### config.mk
export PLATFORM = sky130hd
export DESIGN_NAME = imem_loader
export DESIGN_NICKNAME = d
export VERILOG_FILES = /design/src/rtl/imem_pkg.sv /design/src/rtl/imem_word_assembler.sv /design/src/rtl/imem_loader.sv
export SDC_FILE = /design/constraint.sdc
export NUM_CORES = 1
export LEC_CHECK = 0
export BUFFER_PORTS_ARGS = -buffer_cell sky130_fd_sc_hd__buf_2
export CAP_MARGIN = 20
export CORE_ASPECT_RATIO = 0.8
export CORE_UTILIZATION = 50
export CTS_BUF_LIST = sky130_fd_sc_hd__clkbuf_2 sky130_fd_sc_hd__clkbuf_4 sky130_fd_sc_hd__clkbuf_8
export DETAILED_ROUTE_END_ITERATION = 6
export PLACE_DENSITY_LB_ADDON = 0.12
export RECOVER_POWER = 25
export SYNTH_ARGS = -nofsm -noshare
export SYNTH_HDL_FRONTEND = slang
export SYNTH_SLANG_ARGS = --single-unit
### constraint.sdc
create_clock -name clk -period 3 [get_ports clk]
set_clock_uncertainty 0.2 [all_clocks]
set_input_delay 0.15 -clock clk [delete_from_list [all_inputs] [get_ports clk]]
set_output_delay 0.15 -clock clk [all_outputs]
set_load 0.05 [all_outputs]
### src/rtl/imem_pkg.sv
// Shared definitions for the instruction-memory loader: state encoding,
// default geometry and stream framing constants.
package imem_pkg;

    localparam int WIDTH_DEFAULT  = 32;
    localparam int DEPTH_DEFAULT  = 1024;
    localparam int DEPTH_MAX      = 65535;

    localparam int HDR_BYTES      = 2;
    localparam int BYTES_PER_WORD = 4;
    localparam int WORD_BITS      = 8 * BYTES_PER_WORD;
    localparam int IDX_W          = $clog2(BYTES_PER_WORD);

    typedef enum logic [2:0] {
        S_IDLE  = 3'd0,
        S_HDR0  = 3'd1,
        S_HDR1  = 3'd2,
        S_DATA  = 3'd3,
        S_WRITE = 3'd4,
        S_DONE  = 3'd5,
        S_ERR   = 3'd6
    } state_t;

    // Busy covers every state in which the stream is being consumed or written.
    function automatic logic state_is_busy(input state_t s);
        return (s == S_HDR0) || (s == S_HDR1) || (s == S_DATA) || (s == S_WRITE);
    endfunction

endpackage

### src/rtl/imem_word_assembler.sv
// Collects little-endian stream bytes into one instruction word, one lane
// per load, lane selected by the byte index.
module imem_word_assembler
    import imem_pkg::*;
(
    input  logic                 clk,
    input  logic                 rst,
    input  logic                 clear,
    input  logic                 load,
    input  logic [1:0]           idx,
    input  logic [7:0]           byte_in,
    output logic [WORD_BITS-1:0] word
);

    always_ff @(posedge clk) begin
        if (rst || clear) begin
            word <= '0;
        end else if (load) begin
            word[8*idx +: 8] <= byte_in;
        end
    end

endmodule

### src/rtl/imem_loader.sv
// Byte-stream loader for the instruction memory: parses a 16-bit word count
// header, assembles little-endian words and emits one write strobe per word.
module imem_loader
    import imem_pkg::*;
#(
    parameter int WIDTH = WIDTH_DEFAULT,
    parameter int DEPTH = DEPTH_DEFAULT
) (
    input  logic             clk,
    input  logic             rst,
    input  logic             start,
    input  logic [7:0]       byte_in,
    input  logic             byte_valid,
    output logic             byte_ready,
    output logic             we,
    output logic [WIDTH-1:0] waddr,
    output logic [WIDTH-1:0] wdata,
    output logic             busy,
    output logic             done,
    output logic             error
);

    localparam logic [16:0]      DEPTH_L  = 17'(DEPTH);
    localparam logic [IDX_W-1:0] LAST_IDX = IDX_W'(BYTES_PER_WORD - 1);

    state_t           state;
    logic [15:0]      count;
    logic [15:0]      addr;
    logic [IDX_W-1:0] idx;

    logic                 xfer;
    logic [15:0]          hdr_n;
    logic [15:0]          addr_inc;
    logic                 asm_clear;
    logic                 asm_load;
    logic [WORD_BITS-1:0] asm_word;

    // The final byte of a word lands in the assembler on the same edge that
    // wdata is captured, so the top lane is merged in directly from byte_in.
    function automatic logic [WORD_BITS-1:0] merge_last_lane(
        input logic [WORD_BITS-1:0] partial,
        input logic [7:0]           b
    );
        logic [WORD_BITS-1:0] w;
        w = partial;
        w[WORD_BITS-1 -: 8] = b;
        return w;
    endfunction

    assign xfer      = byte_valid && byte_ready;
    assign hdr_n     = {byte_in, count[7:0]};
    assign addr_inc  = addr + 16'd1;
    assign asm_load  = xfer && (state == S_DATA);
    assign asm_clear = xfer && (state == S_HDR1);

    imem_word_assembler u_asm (
        .clk     (clk),
        .rst     (rst),
        .clear   (asm_clear),
        .load    (asm_load),
        .idx     (idx),
        .byte_in (byte_in),
        .word    (asm_word)
    );

    always_ff @(posedge clk) begin
        if (rst) begin
            state      <= S_IDLE;
            byte_ready <= 1'b0;
            we         <= 1'b0;
            busy       <= 1'b0;
            done       <= 1'b0;
            error      <= 1'b0;
            waddr      <= '0;
            wdata      <= '0;
            count      <= '0;
            idx        <= '0;
            addr       <= '0;
        end else begin
            we <= 1'b0;
            case (state)
                S_IDLE, S_DONE, S_ERR: begin
                    if (start) begin
                        state      <= S_HDR0;
                        byte_ready <= 1'b1;
                        busy       <= 1'b1;
                        done       <= 1'b0;
                        error      <= 1'b0;
                    end
                end

                S_HDR0: begin
                    if (xfer) begin
                        count[7:0] <= byte_in;
                        state      <= S_HDR1;
                    end
                end

                S_HDR1: begin
                    if (xfer) begin
                        count[15:8] <= byte_in;
                        idx         <= '0;
                        addr        <= '0;
                        if (hdr_n == 16'd0) begin
                            state      <= S_DONE;
                            byte_ready <= 1'b0;
                            busy       <= 1'b0;
                            done       <= 1'b1;
                        end else if ({1'b0, hdr_n} > DEPTH_L) begin
                            state      <= S_ERR;
                            byte_ready <= 1'b0;
                            busy       <= 1'b0;
                            error      <= 1'b1;
                        end else begin
                            state <= S_DATA;
                        end
                    end
                end

                S_DATA: begin
                    if (xfer) begin
                        idx <= idx + 1'b1;
                        if (idx == LAST_IDX) begin
                            state      <= S_WRITE;
                            byte_ready <= 1'b0;
                            we         <= 1'b1;
                            waddr      <= WIDTH'(addr);
                            wdata      <= WIDTH'(merge_last_lane(asm_word, byte_in));
                        end
                    end
                end

                // The address only advances when another word follows, so it
                // never moves past N-1.
                S_WRITE: begin
                    idx <= '0;
                    if (addr_inc == count) begin
                        state <= S_DONE;
                        busy  <= 1'b0;
                        done  <= 1'b1;
                    end else begin
                        addr       <= addr_inc;
                        state      <= S_DATA;
                        byte_ready <= 1'b1;
                    end
                end

                default: begin
                    state      <= S_IDLE;
                    byte_ready <= 1'b0;
                    busy       <= 1'b0;
                end
            endcase
        end
    end

endmodule

==> results.cfg <==
[synth]
synthTopCellsByCount = nand2_1, dfxtp_1, a21oi_1
synth.ff_latch_count = 114
synth_top_area_share_pct = 42.07
synth_edf_count = 0
synth_area_leaders = dfxtp_1, nand2_1, a21oi_1
yosysUniqueCellTypes = 62
synth_area_um2 = 5425
synth_top_flop_cell = dfxtp_1
ys_async_sr_fraction_pct = 0
synthCells = 690
yosysTopAreaCell = dfxtp_1
yosysMostFrequentCell = nand2_1
yosysWarningCount = 0
syn_area_per_cell_um2 = 7.863
yosysSeqAreaShare_pct = 42.07

[grt]
track_usage_pct = 26.56
grt-ovfl-total = 0
grt_pass1_vias = 4656
grt_antenna_before_repair = 0
grt_max_degree = 81
grt_pass1_wl_um = 23310

[floorplan]
die_area_um2 = 11270
die_x_um = 118.5
ios = 81
core_area_um2 = 10410
initial_core_util_pct = 52.14
rows = 33
die_h_um = 95.17

[cells_and_area]
final_core_util_pct = 64.54
drive_gt1_share_pct = 18.44
fillers = 929
syn_to_final_growth_pct = 23.78
stdcell_area_um2 = 6715
multi_input_area_um2 = 2978
regArea_um2 = 2300
diodes = 0
layout.nets = 802

[timing]
tightest_slew_ps = 861.8
final.setup.tns_ps = -17.68
setup_viol = 5
hold_viol = 0
timing.fmax_mhz = 332.3
whs_ps = 30.40
period_share_pct = 100.3
setup_ws_ps = -9.711
slew_headroom_pct = 42.55
drv_slew = 0
grt_setup_unrepaired = yes
finalCriticalPeriod_ps = 3010

[power]
clkPwrFrac_pct = 38.5
combPwrFrac_pct = 17.9
p_int_w = 0.002570
power.density_nw_per_um2 = 561.6
netSwitchingFraction_pct = 31.86
vdd_drop_max_mv = 0.4135
pwr-share-seq_pct = 43.6
switchingPower_w = 0.001202
leakagePower_nw = 2.530

[detailed_routing]
detail-route-antenna-nets = 0
drt_iter0_drc = 435
wl_per_cell_um = 16.36
num_vias = 5317
drt_wl_total_um = 15330
route.detailed.drc = 0
first_pass_iters = 5
via_per_inst = 5.674

[clock_network]
cts_buffer_depth = 2
clk_pin_slew_ps = 70
cts_tree = done
cts_buffers = 17
cts_root_buffer = clkbuf_8
insertion_delay_ps = 440
cts_sinks = 114
htreeDepth = 4

[worst_setup_path]
required_ps = 3180
end_kind = flip-flop
start_kind = flip-flop
path_max_fanout = 6
critPathKind = reg -> reg
worstPathArrival_ps = 3190
crit_path_max_incr_delay_ps = 510
cp_cell_sequence = buf_6, nand4_1, nor4_2, buf_4, xnor2_2, nand3b_1, or4_4, o21ai_4, buf_12, and2b_2, a211o_1
cp_slowest_cell = or4_4

[min_path]
hp-class = in -> reg

[placement]
io_buffers = 64
hpwlAfterDp_um = 10280
placed_cell_area_um2 = 5918
gp_congestion = 0.9128

[run]
max_cap_viol_count = 0

[run_status]
violations = negative setup slack
status = finished with violations
layout by cell type, fill, tap and decap left out, types with 9 or more instances in the layout:
cell,count
xor2_1,9
a21oi_1,93
mux2i_1,11
nor4_1,10
nor2_1,33
nor3_1,9
dfxtp_1,104
conb_1,16
nand4_1,9
buf_4,42
dlygate4sd3_1,9
xnor2_1,10
clkbuf_1,38
clkbuf_8,18
nand3_1,35
nand2_1,161
buf_2,26
power by group through the flow:
stage               combinational (W)  clock, W  sequential [W]
finish                       0.000674   0.00145         0.00164
global route                 0.000721   0.00154         0.00165
CTS                          0.000632   0.00147         0.00164
detailed placement           0.000614         0         0.00167
global placement             0.000601         0         0.00167
floorplan                    0.000457         0         0.00168
critical path: cells and delay by family (launching register included):
kind,cells,cell delay [ps]
AO/OA/AOI/OAI,2,440
XOR/XNOR,1,120
buffers and inverters,3,450
flip-flops,1,340
AND/OR/NAND/NOR,5,1390
flip-flops by register name, indices dropped and copies added, names as in the netlist:
register,count
addr,16
busy,1
byte_ready,1
count,16
done,1
error,1
idx,2
state,3
u_asm.word,24
waddr,16
wdata,32
we,1
per-layer routing:
metal  global-route usage (%)  vias to the layer above  wire length (um)  share of wire, %
met5                        0                        -                 0                 0
met4                    9.388                        0               232               1.5
met3                    6.100                       28              1243               8.1
met2                    41.62                      239              6826                45
met1                    36.08                     2499              7022                46
li1                         -                     2551                 -                 -
cells by family (layout without fill, tap and decap cells):
kind of cell    Yosys count  after routing  share of synthesized area [%]
simple gates            314            314                          27.33
compound gates          148            148                          16.49
flops                   114            114                          42.07
buf+inv                  74            166                          6.919
xor+xnor                 21             21                          3.529
mux                      12             12                          2.214
fa+ha+maj                 6              6                          1.384
other cells               1             16                        0.06912
worst paths after layout:
| kind | from | end | slack, ps | cells after the start |
|---|---|---|---|---|
| setup reg to reg | addr[9] | addr[7] | -10 | 11 |
| hold / removal | rst | addr[10] | 30 | 4 |
| setup / recovery | addr[9] | addr[7] | -10 | 11 |
| hold reg to reg | wdata[1] | wdata[1] | 260 | 2 |
through the flow:
| step | power, W | setup WS, ps | std cells |
|---|---|---|---|
| after floorplan | 0.002141 | 126.3 | 705 |
| after global placement | 0.002272 | -22.03 | 880 |
| after detailed placement | 0.002289 | 19.42 | 880 |
| after CTS | 0.003741 | 0.05240 | 921 |
| after global routing | 0.003913 | -100.0 | 937 |
| final | 0.003771 | -9.711 | 937 |
final cells by class:
| type | instances | area share [%] |
|---|---|---|
| Clock buffer | 18 | 3.689 |
| Clock inverter | 14 | 2.292 |
| Inverter | 9 | 0.5031 |
| Multi-Input combinational cell | 517 | 44.35 |
| Sequential cell | 114 | 34.25 |
| Tap cell | 140 | 2.609 |
| Timing Repair Buffer | 125 | 12.32 |
repair_timing:
| item | 4_1_cts | 5_1_grt |
|---|---|---|
| setup endpoints to repair | 3 | 18 |
| cloned | 0 | 2 |
| pin swaps | 0 | 16 |
| setup buffers | 0 | 14 |
| resized for setup | 2 | 41 |
| endpoints found under the hold margin | 51 | 0 |
| hold buffers | 9 | 0 |
Note: power is estimated with default switching activity, not from simulation.
